===== config.mk =====
export PLATFORM = sky130hd
export DESIGN_NAME = rxr_to_noc_flat
export DESIGN_NICKNAME = d
export VERILOG_FILES = /design/src/rtl/rxr_to_noc_if.sv /design/src/rtl/rxr_to_noc.sv /design/src/flat_wrapper.sv
export SDC_FILE = /design/constraint.sdc
export NUM_CORES = 2
export LEC_CHECK = 0
export ABC_AREA = 1
export CAP_MARGIN = 20
export CORE_AREA = 2 2 452 454
export DETAILED_ROUTE_END_ITERATION = 7
export DIE_AREA = 0 0 454 456
export PLACE_DENSITY = 0.54
export SETUP_SLACK_MARGIN = 0.02
export SYNTH_ARGS = -nofsm -noshare
export SYNTH_HDL_FRONTEND = slang
export SYNTH_SLANG_ARGS = --single-unit

===== constraint.sdc =====
create_clock -name clk -period 5 [get_ports clk]
set_clock_uncertainty 0.05 [all_clocks]
set_input_delay 0.75 -clock clk [delete_from_list [all_inputs] [get_ports clk]]
set_output_delay 0.75 -clock clk [all_outputs]
set_load 0.01 [all_outputs]

===== src/rtl/rxr_to_noc_if.sv =====
// Avalon-ST style packet stream bundle.
// Receiver drives the source side, the NoC bridge sinks it.
interface rxr_to_noc_if #(
  parameter int DATA_WIDTH = 512
) ();
  logic [DATA_WIDTH-1:0] data;
  logic                  valid;
  logic                  ready;
  logic                  sop;
  logic                  eop;
  logic [5:0]            empty;

  modport sink (
    input  data, valid, sop, eop, empty,
    output ready
  );

  modport source (
    output data, valid, sop, eop, empty,
    input  ready
  );
endinterface


===== src/rtl/rxr_to_noc.sv =====
// Receiver packet stream to NoC flit bridge.
// Header goes to the parser, payload beats to DDR, via a 2-entry skid.
module rxr_to_noc #(
  parameter int         DATA_WIDTH  = 512,
  parameter int         NOC_WIDTH   = 600,
  parameter int         NUM_VC      = 2,
  parameter int         NOC_RADIX   = 16,
  parameter int         NODE_ID     = 0,
  parameter logic [3:0] PARSER_PORT = 4'd15,
  parameter logic [3:0] DDR_PORT    = 4'd4,
  parameter int         MAX_BEATS   = 32
) (
  input  logic                 clk,
  input  logic                 reset,
  rxr_to_noc_if.sink           in,
  output logic [NOC_WIDTH-1:0] o_data_out,
  output logic                 o_valid_out,
  input  logic                 o_ready_in,
  output logic [31:0]          o_pkt_count,
  output logic [15:0]          o_drop_count
);

  localparam int VW     = $clog2(NUM_VC);
  localparam int RW     = $clog2(NOC_RADIX);
  localparam int CW     = $clog2(MAX_BEATS + 1);
  localparam int E_LO   = DATA_WIDTH;
  localparam int SOP_B  = E_LO + 6;
  localparam int EOP_B  = SOP_B + 1;
  localparam int PF_B   = EOP_B + 1;
  localparam int ID_LO  = PF_B + 1;
  localparam int IX_LO  = ID_LO + 32;
  localparam int ND_LO  = IX_LO + 6;
  localparam int DST_LO = NOC_WIDTH - RW;
  localparam int VC_LO  = DST_LO - VW;

  localparam logic [1:0] IDLE    = 2'd0;
  localparam logic [1:0] PAYLOAD = 2'd1;
  localparam logic [1:0] DROP    = 2'd2;

  logic [1:0]           state, state_n;
  logic [CW-1:0]        cnt, cnt_n;
  logic [31:0]          pkt_id, id_n, pkt_n, flit_id;
  logic                 live;
  logic [NOC_WIDTH-1:0] mem [2];
  logic                 wr, rd;
  logic [1:0]           fill;
  logic                 acc, push, pop;
  logic                 hdr, done, drop_ev;
  logic [NOC_WIDTH-1:0] flit;

  assign in.ready    = live && (fill != 2'd2);
  assign acc         = in.valid && in.ready;
  assign o_valid_out = (fill != 2'd0);
  assign o_data_out  = mem[rd];
  assign pop         = o_valid_out && o_ready_in;

  always_comb begin
    state_n = state;
    cnt_n   = cnt;
    id_n    = pkt_id;
    pkt_n   = o_pkt_count;
    flit_id = pkt_id;
    hdr     = 1'b0;
    push    = 1'b0;
    done    = 1'b0;
    drop_ev = 1'b0;
    if (acc) begin
      if (in.sop) begin
        // a new sop closes any open packet without completing it
        if (state != IDLE) begin
          drop_ev = 1'b1;
          id_n    = pkt_id + 32'd1;
        end
        flit_id = id_n;
        hdr     = 1'b1;
        push    = 1'b1;
        state_n = PAYLOAD;
        cnt_n   = '0;
        done    = in.eop;
      end else begin
        unique case (1'b1)
          (state == IDLE): drop_ev = 1'b1;
          (state == PAYLOAD): begin
            if (cnt == CW'(MAX_BEATS)) begin
              drop_ev = 1'b1;
              state_n = DROP;
            end else begin
              push  = 1'b1;
              cnt_n = cnt + 1'b1;
            end
            done = in.eop;
          end
          (state == DROP): done = in.eop;
          default: state_n = IDLE;
        endcase
      end
    end
    if (done) begin
      id_n    = id_n + 32'd1;
      pkt_n   = o_pkt_count + 32'd1;
      state_n = IDLE;
    end
  end

  always_comb begin
    flit                 = '0;
    flit[E_LO-1:0]       = in.data;
    flit[E_LO +: 6]      = in.empty;
    flit[SOP_B]          = in.sop;
    flit[EOP_B]          = in.eop;
    flit[PF_B]           = hdr ? !in.eop : 1'b1;
    flit[ID_LO +: 32]    = flit_id;
    flit[IX_LO +: 6]     = hdr ? 6'd0 : 6'(cnt);
    flit[ND_LO +: RW]    = RW'(NODE_ID);
    flit[VC_LO +: VW]    = hdr ? '0 : VW'(1);
    flit[DST_LO +: RW]   = hdr ? RW'(PARSER_PORT)
                               : RW'(DDR_PORT);
  end

  always_ff @(posedge clk or negedge reset) begin
    if (!reset) begin
      state        <= IDLE;
      cnt          <= '0;
      pkt_id       <= '0;
      o_pkt_count  <= '0;
      o_drop_count <= '0;
      live         <= 1'b0;
      wr           <= 1'b0;
      rd           <= 1'b0;
      fill         <= '0;
      mem[0]       <= '0;
      mem[1]       <= '0;
    end else begin
      live        <= 1'b1;
      state       <= state_n;
      cnt         <= cnt_n;
      pkt_id      <= id_n;
      o_pkt_count <= pkt_n;
      if (drop_ev && o_drop_count != 16'hFFFF)
        o_drop_count <= o_drop_count + 16'd1;
      if (push) begin
        mem[wr] <= flit;
        wr      <= ~wr;
      end
      if (pop)
        rd <= ~rd;
      fill <= fill + {1'b0, push} - {1'b0, pop};
    end
  end

endmodule


===== src/flat_wrapper.sv =====
// flat-port wrapper written by rule: the top's interface ports become plain ports
module rxr_to_noc_flat 
#(
  parameter int         DATA_WIDTH  = 512,
  parameter int         NOC_WIDTH   = 600,
  parameter int         NUM_VC      = 2,
  parameter int         NOC_RADIX   = 16,
  parameter int         NODE_ID     = 0,
  parameter logic [3:0] PARSER_PORT = 4'd15,
  parameter logic [3:0] DDR_PORT    = 4'd4,
  parameter int         MAX_BEATS   = 32
)
  (clk, reset, o_data_out, o_valid_out, o_ready_in, o_pkt_count, o_drop_count, in_data, in_valid, in_sop, in_eop, in_empty, in_ready);
  rxr_to_noc_if #(.DATA_WIDTH(DATA_WIDTH)) in_i ();
  input  logic clk;
  input  logic reset;
  output logic [NOC_WIDTH-1:0] o_data_out;
  output logic o_valid_out;
  input  logic o_ready_in;
  output logic [31:0] o_pkt_count;
  output logic [15:0] o_drop_count;
  input wire logic [$bits(in_i.data)-1:0] in_data;
  input wire logic [$bits(in_i.valid)-1:0] in_valid;
  input wire logic [$bits(in_i.sop)-1:0] in_sop;
  input wire logic [$bits(in_i.eop)-1:0] in_eop;
  input wire logic [$bits(in_i.empty)-1:0] in_empty;
  output wire logic [$bits(in_i.ready)-1:0] in_ready;
  assign in_i.data = in_data;
  assign in_i.valid = in_valid;
  assign in_i.sop = in_sop;
  assign in_i.eop = in_eop;
  assign in_i.empty = in_empty;
  assign in_ready = in_i.ready;
  rxr_to_noc #(.DATA_WIDTH(DATA_WIDTH), .NOC_WIDTH(NOC_WIDTH), .NUM_VC(NUM_VC), .NOC_RADIX(NOC_RADIX), .NODE_ID(NODE_ID), .PARSER_PORT(PARSER_PORT), .DDR_PORT(DDR_PORT), .MAX_BEATS(MAX_BEATS)) u_core (.clk(clk), .reset(reset), .in(in_i), .o_data_out(o_data_out), .o_valid_out(o_valid_out), .o_ready_in(o_ready_in), .o_pkt_count(o_pkt_count), .o_drop_count(o_drop_count));
endmodule

==> results.tsv <==
stage	metric	value	unit
run_status	status	finished clean	
setup_path	end_kind	primary output	
yosys	syn_area	54540	µm²
yosys	ys_warn_count	0	
worst_hold_path	hold_depth	2	
yosys	ys_seq_area_frac	0.5584	
cells_and_area	nets	8372	
floorplan	row_count	165	
floorplan	start_util	0.2704	
clocking	postCtsSetupBuffers	0	
yosys	synth_area_per_cell	7.967	µm²
sta	worst_pin_slew	1.299	ns
clocking	h-tree-depth	4	
clocking	cts_resized	0	
yosys	ys_types	43	
sta	rsz0062_at_grt	no	
sta	tns	0	ns
placed_design	pre_cts_slack	1.064	ns
yosys	postSynthCellCount	6846	
global_routing	grt_max_degree	162	
global_routing	track_usage	0.1937	
placed_design	gp_congestion	0.8610	
drt	final_antenna_net_count	0	
clocking	cts.sinks	1217	
clocking	root_buffer	clkbuf_16	
setup_path	slowest_stage	o21ai_0	
sta	max_freq	0.2285	GHz
placed_design	numPortBuffers	1137	
worst_hold_path	hp-start	u_core.mem[1198]$_DFFE_PN0P_	
clocking	cts-buffers-inserted	147	
yosys	synthFlopType	dfrtp_1	
floorplan	dieWidth	454	µm
drt	drc	0	
setup_path	critPathKind	register to primary output	
yosys	synth-seq-cells	1217	
sta	hold_violations	0	
drt	wl_per_cell	19.27	µm
floorplan	die_area	207000	µm²
drt	vias	47940	
placed_design	place_area	68250	µm²
sta	fin_crit	4.377	ns
cells_and_area	fin_area	73060	µm²
global_routing	grt_pass1_wl	304600	µm
yosys	synth-edff-count	0	
setup_path	ff2ff_path_depth	15	
power	p_per_area	643.6	nW/µm²
floorplan	fp.dieH	456	µm
global_routing	grt_pass1_vias	46520	
setup_path	worstReg2RegStart	u_core.state[0]$_DFFE_PN0P_	
worst_hold_path	hold_path_class	register to register	
global_routing	antenna_found_initial	67	
cells_and_area	drive_gt1_frac	0.04169	
flow_run	cap_violations	0	
clocking	cts_tree	yes	
floorplan	core_area	201700	µm²
setup_path	slowest_delay	0.90	ns
drt	via_per_inst	4.501	
setup_path	cp_max_fo	110	
setup_path	cp_cell_sequence	buf_12 > o21ai_0 > clkdlybuf4s50_1	
setup_path	crit_required	4.20	ns
global_routing	grt-ovfl-total	0	
drt	drt_pass1_iterations	6	
sta	fin_ws	0.6227	ns
setup_path	start_kind	register	
sta	finalMaxSlewViolations	0	
setup_path	crit_start	u_core.rd$_DFFE_PN0P_	
placed_design	hpwl	147000	µm
setup_path	worstPathArrival	3.58	ns
drt	dr.first_iter.drc_count	3714	
yosys	synthArstFlopShare	1.000	
cells_and_area	syn_to_final_growth	33.95	%
clocking	clk_latency	0.77	ns
power	power.leakage	34.09	nW
power	peakVddDrop	401.1	µV
sta	setup_viol	0	
floorplan	num_io_pins	1174	
sta	fin_crit_sh	0.8755	
sta	slew-limit-headroom	0.1250	
drt	routed_wl	205300	µm
clocking	clk_pin_slew	0.06	ns
clocking	clockBufferDepth	3	
sequential cells by signal (all words and copies together), names as in the netlist:
register	count
u_core.o_pkt_count	32
u_core.wr	1
u_core.state	2
u_core.fill	2
u_core.mem	1124
u_core.o_drop_count	16
u_core.live	1
u_core.cnt	6
u_core.rd	1
u_core.pkt_id	32
placed cells by master, fill, tap and decap left out, types with 2 or more instances in the layout:
cell,netlist,layout
clkinvlp_4,0,3
clkbuf_1,243,39
diode_2,0,39
bufinv_16,0,3
nor2_1,107,107
xor2_1,41,41
nand3_1,83,83
nor3_1,14,14
nand2_1,3051,3050
clkinv_4,0,3
o21ai_1,491,492
clkdlybuf4s50_1,0,1136
nor2_4,3,3
inv_1,651,651
nand3b_1,12,12
dfrtp_1,1217,1216
nor4_1,3,3
clkinv_2,1,13
inv_16,0,2
buf_4,47,48
clkinv_8,0,4
buf_12,0,36
ha_1,11,11
nand4_1,31,31
xnor2_1,26,26
a21oi_1,3,3
o21ai_0,646,645
or2_2,2,3
inv_6,0,5
inv_2,6,5
clkbuf_16,0,152
a31oi_1,2,2
conb_1,2,37
nor2_2,12,12
clkbuf_8,0,28
cell type report:
class / count / area [µm²]
Antenna cell: 39 / 97.59
Clock inverter: 33 / 362.8
Multi-Input combinational cell: 4591 / 19490
Sequential cell: 1217 / 30460
Tap cell: 2672 / 3343
Fill cell: 20610 / 128600
Timing Repair Buffer: 1222 / 12470
Inverter: 658 / 2494
Clock buffer: 219 / 4335
synth_stat cells (2+ instances only):
master    number  area [µm²]
clkbuf_1     243       912.1
buf_8          2       30.03
o21ai_1      491        2457
o21ai_0      646        3233
nor2_1       107       401.6
nor2_2        12       75.07
xnor2_1       26       227.7
conb_1         2       7.510
nor2_4         3       33.78
xor2_1        41       359.1
nor4_1         3       18.77
inv_1        651        2444
nor3_1        14       70.07
buf_6         56       630.6
nand3b_1      12       90.09
nand2_1     3051       11450
a21oi_1        3       15.01
inv_2          6       22.52
a31oi_1        2       12.51
buf_4         47       352.8
nand3_1       83       415.4
nand4_1       31       193.9
dfrtp_1     1217       30450
buf_2         67       335.3
ha_1          11       137.6
or2_2          2       12.51
stage by stage:
stage               total power (W)  instances  hold slack [ns]  utilization
floorplan                   0.02542       6881           0.3694            -
global placement            0.03643      10360           0.3836       0.3383
detailed placement          0.03679      10360           0.3980       0.3384
CTS                         0.04769      10610           0.4050       0.3617
global route                0.05029      10650           0.4369       0.3622
finish                      0.04702      10650           0.4142       0.3622
routing by layer:
| metal | track usage | wire length [µm] |
|---|---|---|
| met2 | 0.3203 | 100600 |
| met3 | 0.05753 | 15480 |
| met1 | 0.2315 | 81630 |
| met4 | 0.08577 | 7554 |
| met5 | 0 | 29 |
what timing repair did:
action                                  CTS  global route
endpoints found under the hold margin    43             0
endpoints found under the setup margin    0             0
hold buffers                              1             0
cell families (layout without fill, tap and decap cells):
logic type / Yosys count / after routing / share of synthesized area
other cells: 2 / 76 / 0.0001377
simple gates: 3326 / 3326 / 0.2353
buf+inv: 1073 / 2132 / 0.08676
fa+ha+maj: 11 / 11 / 0.002523
xor+xnor: 67 / 67 / 0.01076
compound gates: 1150 / 1150 / 0.1062
flops: 1217 / 1217 / 0.5584
final timing paths:
kind,end,slack [ns]
worst max-delay path,o_data_out[176],0.62
worst min-delay path,u_core.mem[1198]$_DFFE_PN0P_,0.41
worst max register to register,u_core.pkt_id[30]$_DFF_PN0_,1.86
worst min register to register,u_core.mem[1198]$_DFFE_PN0P_,0.41
max in group asynchronous,u_core.mem[1113]$_DFFE_PN0P_,2.86
min in group asynchronous,u_core.mem[13]$_DFFE_PN0P_,0.45
critical path, delay by kind of cell, from the launching register on:
| family | cells | cell delay (ns) |
|---|---|---|
| flip-flops | 1 | 0.74 |
| AO/OA/AOI/OAI | 1 | 0.90 |
| buffers and inverters | 2 | 1.07 |
where the power goes:
group | switching [W] | leakage [nW] | internal, W
Clock | 0.00438 | 2.30 | 0.00615
Combinational | 0.0119 | 16.5 | 0.00885
Sequential | 0.00175 | 15.3 | 0.0140
Total | 0.0180 | 34.1 | 0.0290
Power figures use the tool's default switching activity.
